**src/rtl/latch_8bit_ctrl_if.sv**
```systemverilog
// Bus-side request/response bundle for latch_8bit_ctrl.
//   wr_req, rd_req, wr_data : requester -> controller (single-cycle requests)
//   busy, done, rd_valid    : controller status (registered)
//   rd_data                 : last byte captured from the latch
// master = core logic issuing requests, slave = the controller.
interface latch_8bit_ctrl_if;
  logic       wr_req;
  logic       rd_req;
  logic [7:0] wr_data;
  logic       busy;
  logic       done;
  logic [7:0] rd_data;
  logic       rd_valid;

  modport master (
    output wr_req, rd_req, wr_data,
    input  busy, done, rd_data, rd_valid
  );

  modport slave (
    input  wr_req, rd_req, wr_data,
    output busy, done, rd_data, rd_valid
  );
endinterface

```
**src/rtl/latch_8bit_ctrl.sv**
```systemverilog
// Controller for one 8-bit transparent latch (LE active-high, nOE active-low).
// Turns single-cycle write/read requests into timed LE strobes and nOE access
// windows.
//   clk     : system clock, rising edge
//   rst     : synchronous reset, active-high
//   bus     : request/status bundle (slave side)
//   lat_d   : latch data input
//   lat_le  : latch enable
//   lat_noe : latch output enable, active-low
//   lat_q   : latch data output
// Write latency (accept edge to done) = SETUP_CYC+PULSE_CYC+HOLD_CYC+1,
// read latency = ACC_CYC+2. All outputs are registered.
module latch_8bit_ctrl #(
  parameter int unsigned SETUP_CYC = 1,
  parameter int unsigned PULSE_CYC = 2,
  parameter int unsigned HOLD_CYC  = 1,
  parameter int unsigned ACC_CYC   = 2,
  parameter int unsigned CNT_W     = 4
) (
  input  logic                clk,
  input  logic                rst,
  latch_8bit_ctrl_if.slave    bus,
  output logic [7:0]          lat_d,
  output logic                lat_le,
  output logic                lat_noe,
  input  logic [7:0]          lat_q
);

  typedef enum logic [2:0] {
    IDLE,
    W_SETUP,
    W_PULSE,
    W_HOLD,
    R_ACCESS,
    R_SAMPLE,
    FINISH
  } state_t;

  localparam logic [CNT_W-1:0] SETUP_LD = CNT_W'(SETUP_CYC - 1);
  localparam logic [CNT_W-1:0] PULSE_LD = CNT_W'(PULSE_CYC - 1);
  localparam logic [CNT_W-1:0] HOLD_LD  = CNT_W'(HOLD_CYC - 1);
  localparam logic [CNT_W-1:0] ACC_LD   = CNT_W'(ACC_CYC - 1);

  state_t           state,   stateNext;
  logic [CNT_W-1:0] cnt,     cntNext;
  logic [7:0]       latD,    latDNext;
  logic             latLe,   latLeNext;
  logic             latNoe,  latNoeNext;
  logic             busy,    busyNext;
  logic             done,    doneNext;
  logic             rdValid, rdValidNext;
  logic [7:0]       rdData,  rdDataNext;
  logic             rdPend,  rdPendNext;

  // Every output is computed one cycle ahead here and registered below, so
  // strobe edges line up with state transitions and nothing is combinational
  // from inputs to outputs.
  always_comb begin
    stateNext   = state;
    cntNext     = cnt;
    latDNext    = latD;
    latLeNext   = latLe;
    latNoeNext  = latNoe;
    busyNext    = busy;
    doneNext    = 1'b0;
    rdValidNext = 1'b0;
    rdDataNext  = rdData;
    rdPendNext  = rdPend;

    case (state)
      IDLE: begin
        cntNext = '0;
        // Write wins over a simultaneous read; the read is simply dropped.
        if (bus.wr_req) begin
          latDNext  = bus.wr_data;
          cntNext   = SETUP_LD;
          busyNext  = 1'b1;
          stateNext = W_SETUP;
        end else if (bus.rd_req) begin
          latNoeNext = 1'b0;
          cntNext    = ACC_LD;
          busyNext   = 1'b1;
          stateNext  = R_ACCESS;
        end
      end

      W_SETUP: begin
        if (cnt == '0) begin
          latLeNext = 1'b1;
          cntNext   = PULSE_LD;
          stateNext = W_PULSE;
        end else begin
          cntNext = cnt - 1'b1;
        end
      end

      W_PULSE: begin
        if (cnt == '0) begin
          latLeNext = 1'b0;
          cntNext   = HOLD_LD;
          stateNext = W_HOLD;
        end else begin
          cntNext = cnt - 1'b1;
        end
      end

      W_HOLD: begin
        if (cnt == '0) begin
          stateNext = FINISH;
        end else begin
          cntNext = cnt - 1'b1;
        end
      end

      R_ACCESS: begin
        // Capture on the edge that closes the access window, while nOE is
        // still low, and release the latch output at that same edge.
        if (cnt == '0) begin
          rdDataNext = lat_q;
          latNoeNext = 1'b1;
          stateNext  = R_SAMPLE;
        end else begin
          cntNext = cnt - 1'b1;
        end
      end

      R_SAMPLE: begin
        rdPendNext = 1'b1;
        stateNext  = FINISH;
      end

      FINISH: begin
        doneNext    = 1'b1;
        rdValidNext = rdPend;
        rdPendNext  = 1'b0;
        busyNext    = 1'b0;
        cntNext     = '0;
        stateNext   = IDLE;
      end

      default: begin
        stateNext = IDLE;
      end
    endcase
  end

  always_ff @(posedge clk) begin
    if (rst) begin
      state   <= IDLE;
      cnt     <= '0;
      latD    <= '0;
      latLe   <= 1'b0;
      latNoe  <= 1'b1;
      busy    <= 1'b0;
      done    <= 1'b0;
      rdValid <= 1'b0;
      rdData  <= '0;
      rdPend  <= 1'b0;
    end else begin
      state   <= stateNext;
      cnt     <= cntNext;
      latD    <= latDNext;
      latLe   <= latLeNext;
      latNoe  <= latNoeNext;
      busy    <= busyNext;
      done    <= doneNext;
      rdValid <= rdValidNext;
      rdData  <= rdDataNext;
      rdPend  <= rdPendNext;
    end
  end

  assign bus.busy     = busy;
  assign bus.done     = done;
  assign bus.rd_valid = rdValid;
  assign bus.rd_data  = rdData;
  assign lat_d        = latD;
  assign lat_le       = latLe;
  assign lat_noe      = latNoe;

endmodule

```
**src/flat_wrapper.sv**
```systemverilog
// flat-port wrapper written by rule: the top's interface ports become plain ports
module latch_8bit_ctrl_flat 
#(
  parameter int unsigned SETUP_CYC = 1,
  parameter int unsigned PULSE_CYC = 2,
  parameter int unsigned HOLD_CYC  = 1,
  parameter int unsigned ACC_CYC   = 2,
  parameter int unsigned CNT_W     = 4
)
  (clk, rst, lat_d, lat_le, lat_noe, lat_q, bus_wr_req, bus_rd_req, bus_wr_data, bus_busy, bus_done, bus_rd_data, bus_rd_valid);
  latch_8bit_ctrl_if bus_i ();
  input  logic clk;
  input  logic rst;
  output logic [7:0] lat_d;
  output logic lat_le;
  output logic lat_noe;
  input  logic [7:0] lat_q;
  input wire logic [$bits(bus_i.wr_req)-1:0] bus_wr_req;
  input wire logic [$bits(bus_i.rd_req)-1:0] bus_rd_req;
  input wire logic [$bits(bus_i.wr_data)-1:0] bus_wr_data;
  output wire logic [$bits(bus_i.busy)-1:0] bus_busy;
  output wire logic [$bits(bus_i.done)-1:0] bus_done;
  output wire logic [$bits(bus_i.rd_data)-1:0] bus_rd_data;
  output wire logic [$bits(bus_i.rd_valid)-1:0] bus_rd_valid;
  assign bus_i.wr_req = bus_wr_req;
  assign bus_i.rd_req = bus_rd_req;
  assign bus_i.wr_data = bus_wr_data;
  assign bus_busy = bus_i.busy;
  assign bus_done = bus_i.done;
  assign bus_rd_data = bus_i.rd_data;
  assign bus_rd_valid = bus_i.rd_valid;
  latch_8bit_ctrl #(.SETUP_CYC(SETUP_CYC), .PULSE_CYC(PULSE_CYC), .HOLD_CYC(HOLD_CYC), .ACC_CYC(ACC_CYC), .CNT_W(CNT_W)) u_core (.clk(clk), .rst(rst), .bus(bus_i), .lat_d(lat_d), .lat_le(lat_le), .lat_noe(lat_noe), .lat_q(lat_q));
endmodule
```
**config.mk**
```make
export PLATFORM = sky130hd
export DESIGN_NAME = latch_8bit_ctrl_flat
export DESIGN_NICKNAME = d
export VERILOG_FILES = /design/src/rtl/latch_8bit_ctrl_if.sv /design/src/rtl/latch_8bit_ctrl.sv /design/src/flat_wrapper.sv
export SDC_FILE = /design/constraint.sdc
export NUM_CORES = 1
export LEC_CHECK = 0
export CORE_UTILIZATION = 44
export DETAILED_ROUTE_END_ITERATION = 12
export PLACE_DENSITY_LB_ADDON = 0.1
export SYNTH_ARGS = -nofsm -noshare
export SYNTH_HDL_FRONTEND = slang
export SYNTH_SLANG_ARGS = --single-unit
```
**constraint.sdc**
```tcl
create_clock -name clk -period 2.5 [get_ports clk]
set_input_delay 0.75 -clock clk [delete_from_list [all_inputs] [get_ports clk]]
set_output_delay 0.75 -clock clk [all_outputs]
set_load 0.02 [all_outputs]
```
==> results by group, run 1 <==
Power and ir drop
  • Combinational Power Share: 0.462
  • Net Sw Frac: 0.389
  • Clock Power Share: 0.152
  • Leak: around 0.00071 uW
  • Cell Pwr Density: 1060 nW/um2
  • P_sw: 716 uW
  • Overall power: 1840 uW
  • VDD IR-drop max: 0.869 mV
  • Seq pwr share: 0.386
  • Pint: 1120 uW

Yosys
  • Mux cell area share after synthesis: 0.0725
  • Mapped Nets: 169
  • EDFF count, synth: 0
  • Largest area contributor in the netlist: dfxtp_1
  • Post-synthesis cell type count: 30
  • FFs w/ async S/R, synth: 0
  • Mapped Area: approximately 1200 um2
  • XOR/XNOR Fraction of Synth Area: 0
  • Largest family of logic cells by synthesized area: simple AND/OR/NAND/NOR gates
  • Area fraction of the dominant cell type after synthesis: 0.467
  • Complex-gate fraction of the synthesized area: 0.171
  • Post-Synth Simple-Gate Area: 0.220
  • Mean Syn Cell Area: ~8.5 um2
  • Post-synthesis sequential area ratio: 0.467
  • Top_reg_cell synth: dfxtp_1
  • Largest cells by area after synthesis: dfxtp_1 (47%), mux2i_1 (7.3%), a21oi_1 (6.8%)
  • Post-synthesis register bit count: 29
  • Syn Inst Count: 147
  • Yosys Warn Count: 0
  • Synth Area in Adders: 0.0201

Floorplan
  • Die area: 3040 um2
  • Ports: 41
  • Core area: 2570 um2
  • Die W: 55.1 um
  • Die Ht: 55.1 um
  • FP Rows: 18
  • Initial Util: 0.484

CTS
  • CTS HTree Levels: 2
  • CTS root buf: clkbuf_4
  • Num CTS Buffers: 5
  • CTS hold repair buffers: 0
  • Post_cts resized: 0
  • TritonCTS clock tree: built
  • Clock sinks: 29
  • Clock transition at the registers of the reported paths: 0.09 ns
  • Clock Latency Late Sink: 0.32 ns
  • CTS Buffer Depth: 2
  • Setup Fix Bufs, Post-CTS: 0

Global route
  • Grt ovf: 0
  • Vias in the first global route: 900
  • Total GRT Usage: 0.184
  • Initial antenna violation count: 0
  • Largest net degree at the start of global routing: 17
  • First-pass GRT wire length: 3.86 mm

Timing
  • Setup Viol. Count Final: 0
  • Final setup TNS: 0 ns
  • Slew Limit Fails: 0
  • Min Tclk post-route: 2.05 ns
  • Clk_skew: slightly below 0.007 ns
  • Slew @ Worst Pin: 0.472 ns
  • Worst hold-check slack: roughly 0.46 ns
  • Worst setup margin: 0.454 ns
  • Final period util: 0.818
  • Hold Vio Cnt, Final: 0
  • Slew margin rel.: 0.685
  • Maximum clock rate: slightly below 500 MHz
  • RSZ-0062 raised after global routing: false

Placement
  • Buffers added on ports: 40
  • Post-DP HPWL: between 1.5 and 2 mm
  • Dpl cells: between 200 and 250
  • Post-Place Setup Slack: 0.455 ns
  • GPL Wtd Cong: 0.724

Critical path
  • Reg2reg start: u_core.cnt[0]$_SDFFE_PP0P_
  • Kind of critical path: register to register
  • Worst Path Required: between 2 and 3 ns
  • Crit start category: register
  • Max stage delay on crit path: 0.66 ns
  • Worst reg-to-reg path cell count: 6
  • Crit end category: register
  • Slowest-stage cell, CP: or4_1
  • R2R setup slack: about 0.45 ns
  • Critical R2R Capture: u_core.bus.rd_data[1]$_SDFFE_PP0P_
  • CP max FO: 9
  • Worst EP arrival: ~2.3 ns
  • Crit-path cells: inv_1 -> ha_1 -> or3b_1 -> or4_1 -> mux2i_1 -> nor2_1

Finish
  • Most common cell after layout, fill and taps aside: clkdlybuf4s50_1
  • Final Non-Filler Cells: 221
  • Share of post-route cells with drive strength above 1: 0.0628
  • Most frequent cells in the layout: clkdlybuf4s50_1 (40), dfxtp_1 (29), nand2_1 (19)
  • Ant. Diodes: 0
  • Area growth from synthesis to final layout: 39.6%
  • Layout Nets: between 200 and 250

Detailed routing
  • DR vias: between 1,000 and 1,500
  • # DRC: 0
  • First-pass iteration count of the detailed router: 4
  • DR iter-0 viols: 18
  • Total wire length: 2.70 mm
  • DR WL/cell: 12.2 um
  • Post-DRT Antenna Nets: 0
  • Vias per cell: 5.24

Worst hold path
  • Hold path cells: 2
  • Min-delay worst type: register to register
  • Hold Path Origin: u_core.lat_d[2]$_SDFFE_PP0P_
  • Hold Path End: u_core.lat_d[2]$_SDFFE_PP0P_

Run status
  • Status: complete, no violations

Job
  • Max cap viols: 0
==> stage by stage <==
step	area [um2]	utilization
after global routing	1730	0.675
final	1730	0.675
after detailed placement	1680	0.654
after global placement	1680	0.654
after CTS	1730	0.675
after floorplan	1240	-
==> power by group through the flow <==
stage	Clock, uW	Sequential (uW)	Combinational (uW)
after floorplan	0	742	534
after CTS	282	709	856
final	279	710	850
after global placement	0	714	830
after detailed placement	0	720	849
after global routing	309	735	941
==> worst max path at each step <==
stage                               start                                 end  slack (ns)
2_1_floorplan  u_core.cnt[0]$_SDFFE_PP0P_  u_core.bus.rd_data[0]$_SDFFE_PP0P_        0.75
3_3_place_gp                   bus_wr_req          u_core.cnt[0]$_SDFFE_PP0P_        0.50
3_5_place_dp                   bus_wr_req          u_core.cnt[0]$_SDFFE_PP0P_        0.45
4_1_cts        u_core.cnt[0]$_SDFFE_PP0P_  u_core.bus.rd_data[1]$_SDFFE_PP0P_        0.43
5_1_grt        u_core.cnt[1]$_SDFFE_PP0P_  u_core.bus.rd_data[3]$_SDFFE_PP0P_        0.30
6_report       u_core.cnt[0]$_SDFFE_PP0P_  u_core.bus.rd_data[1]$_SDFFE_PP0P_        0.45
==> area by class of cell <==
| type | instances | area (um2) |
|---|---|---|
| tap | 30 | 37.5 |
| inverter | 6 | 22.5 |
| multi-input combinational | 104 | 601 |
| fill | 213 | 833 |
| sequential | 29 | 581 |
| clock buffer | 7 | 55.1 |
| timing repair buffer | 45 | 438 |
==> layer usage <==
layer / global-route usage / vias up / routed length (um)
li1: - / 598 / -
met1: 0.223 / 517 / 1190
met2: 0.289 / 38 / 1290
met3: 0.0601 / 6 / 179
met4: 0.0917 / 0 / 41
met5: 0 / - / 0
==> worst max-delay path, delay by kind of cell (launching register included) <==
family / cells / cell delay (ns)
buf+inv: 1 / 0.09
flops: 1 / 0.35
fa+ha+maj: 1 / 0.18
mux: 1 / 0.24
simple gates: 3 / 1.09
==> registers in the layout, summed over array words and instances (netlist names), 3 cells and up <==
register / count
u_core.lat_d: 8
u_core.state: 3
u_core.cnt: 4
u_core.bus.rd_data: 8
==> kinds of logic after synthesis <==
family / after synthesis
flip-flops: 29
adder cells (fa/ha/maj): 2
multiplexers: 9
AO/OA/AOI/OAI: 37
AND/OR/NAND/NOR: 56
buffers and inverters: 14
==> Yosys cell counts, types with 2 or more instances <==
| cell | count |
|---|---|
| a211oi_1 | 5 |
| a21oi_1 | 17 |
| clkbuf_1 | 6 |
| dfxtp_1 | 29 |
| ha_1 | 2 |
| inv_1 | 5 |
| mux2i_1 | 9 |
| nand2_1 | 19 |
| nand2b_1 | 6 |
| nand3_1 | 2 |
| nor2_1 | 13 |
| nor3_1 | 5 |
| o21ai_0 | 10 |
| or3_1 | 3 |
Note: power is estimated with default switching activity, not from simulation.
==> inputs of run 2 (changes only) <==
Settings changed: CORE_UTILIZATION 44 to 40.
Clock period 2.5 ns to 1.8 ns, I/O delays scaled along.
==> results by group, run 2 (synthesis results as in run 1) <==
Run status
  • Status: finished with violations
  • Violated checks: DRC, setup timing

CTS
  • Clock sinks: 29
  • Clock Latency Late Sink: roughly 0.32 ns
  • Clock transition at the registers of the reported paths: about 0.090 ns
  • CTS HTree Levels: 2
  • Num CTS Buffers: 5
  • TritonCTS clock tree: built
  • CTS Buffer Depth: 2
  • CTS root buf: clkbuf_4

Critical path
  • Critical Path Start: u_core.cnt[0]$_SDFFE_PP0P_
  • Crit end category: register
  • Max stage delay on crit path: 0.45 ns
  • Worst EP arrival: 2.03 ns
  • Worst reg-to-reg path cell count: 7
  • Crit-path cells: inv_2 -> ha_4 -> or3b_1 -> or4_4 -> buf_6 -> mux2i_1 -> nor2_1
  • WP buf/inv: 2
  • Levels on crit path: 7
  • Kind of critical path: register to register
  • Critical R2R Capture: u_core.bus.rd_data[3]$_SDFFE_PP0P_
  • Worst Path Required: 2.02 ns
  • Slowest-stage cell, CP: or4_4
  • Crit start category: register
  • R2R setup slack: -0.01 ns
  • Crit-path leading delay family: simple AND/OR/NAND/NOR gates
  • Worst Setup EP: u_core.bus.rd_data[3]$_SDFFE_PP0P_
  • CP max FO: 5
  • Reg2reg start: u_core.cnt[0]$_SDFFE_PP0P_

Timing
  • Slew Limit Fails: 0
  • Worst setup margin: -0.0104 ns
  • Final period util: 1.01
  • RSZ-0062 raised after global routing: true
  • Slew margin rel.: 0.768
  • Slew @ Worst Pin: approximately 0.34 ns
  • Maximum clock rate: roughly 550 MHz
  • Clk_skew: 0.00715 ns
  • Setup Viol. Count Final: 1
  • Min Tclk post-route: 1.81 ns
  • Hold Vio Cnt, Final: 0

Finish
  • Share of post-route cells with drive strength above 1: 0.156
  • Area growth from synthesis to final layout: 47.8%
  • Finished Cell Area: 1840 um2
  • Layout Nets: ~230
  • Most frequent cells in the layout: dfxtp_1 (27), nand2_1 (19), clkdlybuf4s50_1 (19), dlygate4sd2_1 (19), a21oi_1 (17)
  • Most common cell after layout, fill and taps aside: dfxtp_1
  • Ant. Diodes: 0

Floorplan
  • Die Ht: 57.7 um
  • FP Rows: 19
  • Ports: 41
  • Initial Util: 0.436
  • Die W: 57.7 um
  • Die area: 3330 um2
  • Core area: 2850 um2

Power and ir drop
  • Cell Pwr Density: 1450 nW/um2
  • Net Sw Frac: 0.401
  • Clock Power Share: 0.138
  • Seq pwr share: 0.340
  • Combinational Power Share: 0.522
  • Leak: between 0.0008 and 0.0009 uW
  • P_sw: ~1100 uW
  • Pint: 1590 uW
  • VDD IR-drop max: roughly 0.8 mV
  • Overall power: 2660 uW

Global route
  • Grt ovf: 0
  • Total GRT Usage: 0.195
  • Largest net degree at the start of global routing: 22
  • First-pass GRT wire length: 4.92 mm
  • Vias in the first global route: 1,153
  • Initial antenna violation count: 0

Placement
  • Post-Place Setup Slack: -0.0646 ns
  • Post-DP HPWL: 2.07 mm
  • Buffers added on ports: 40
  • Area after DPL: approximately 1800 um2
  • GPL Wtd Cong: a little under 0.8

Detailed routing
  • First-pass iteration count of the detailed router: 8
  • DR vias: 1,200
  • DR WL/cell: 12.2 um
  • Total wire length: ~2.9 mm
  • Vias per cell: 5.08
  • DR iter-0 viols: 45
  • # DRC: 4
  • Post-DRT Antenna Nets: 0

Worst hold path
  • Min-delay worst type: register to register

Job
  • Max cap viols: 0
## run 2: cell types whose count changed in the layout (fill, tap and decap cells not counted), sizes merged
cell | previous run | this run
buf | 5 | 18
clkbuf | 7 | 6
clkdlybuf4s50 | 40 | 19
clkinv | 1 | 3
dlygate4sd2 | 0 | 19
dlymetal6s2s | 0 | 2
## run 2: per-stage QoR
step,cells,hold WS [ns],TNS (ns),utilization
after global routing,236,0.480,-0.464,0.644
final,236,0.457,-0.0104,0.644
after global placement,226,0.441,-0.172,0.618
after detailed placement,226,0.449,-0.278,0.618
after CTS,236,0.457,-0.00792,0.641
after floorplan,147,0.437,0,-
## run 2: worst register-to-register path, stage by stage (launching register included)
cell	delay, ns
dfxtp_2	0.33
inv_2	0.07
ha_4	0.13
or3b_1	0.36
or4_4	0.45
buf_6	0.16
mux2i_1	0.16
nor2_1	0.05
## run 2: cell type report
type                            instances  area (um2)
Fill cell                             256        1020
Multi-Input combinational cell        104         617
Tap cell                               31        38.8
Timing Repair Buffer                   58         524
Clock inverter                          2        10.0
Sequential cell                        29         583
Clock buffer                            6        41.3
Inverter                                6        22.5
## run 2: how the worst min path moves through the flow
stage,from,endpoint,slack [ns],cells after the start
after global placement,u_core.lat_d[4]$_SDFFE_PP0P_,u_core.lat_d[4]$_SDFFE_PP0P_,0.44,2
after floorplan,u_core.rdPend$_SDFFE_PP0P_,u_core.bus.rd_valid$_SDFF_PP0_,0.44,1
after CTS,u_core.lat_d[6]$_SDFFE_PP0P_,u_core.lat_d[6]$_SDFFE_PP0P_,0.46,2
after global routing,u_core.lat_d[4]$_SDFFE_PP0P_,u_core.lat_d[4]$_SDFFE_PP0P_,0.48,2
after detailed placement,u_core.lat_d[1]$_SDFFE_PP0P_,u_core.lat_d[1]$_SDFFE_PP0P_,0.45,2
final,u_core.lat_d[6]$_SDFFE_PP0P_,u_core.lat_d[6]$_SDFFE_PP0P_,0.46,2
## run 2: power by group through the flow
| stage | clock [uW] | combinational [uW] | sequential [uW] |
|---|---|---|---|
| floorplan | 0 | 742 | 1030 |
| global placement | 0 | 1360 | 911 |
| detailed placement | 0 | 1380 | 921 |
| CTS | 379 | 1380 | 907 |
| global route | 417 | 1530 | 931 |
| finish | 366 | 1390 | 906 |
## run 2: repair_timing
action	4_1_cts	5_1_grt
setup endpoints to repair	27	10
resized for setup	28	3
gates cloned	1	0
buffers inserted	1	0
pin swaps	0	0
hold buffers	0	0
## run 2: per-layer routing
| layer | vias to the layer above | GRT usage | share of wire |
|---|---|---|---|
| li1 | 626 | - | - |
| met1 | 534 | 0.245 | 0.46 |
| met3 | 5 | 0.0491 | 0.054 |
| met2 | 35 | 0.311 | 0.47 |
| met5 | - | 0 | 0 |
| met4 | 0 | 0.102 | 0.017 |
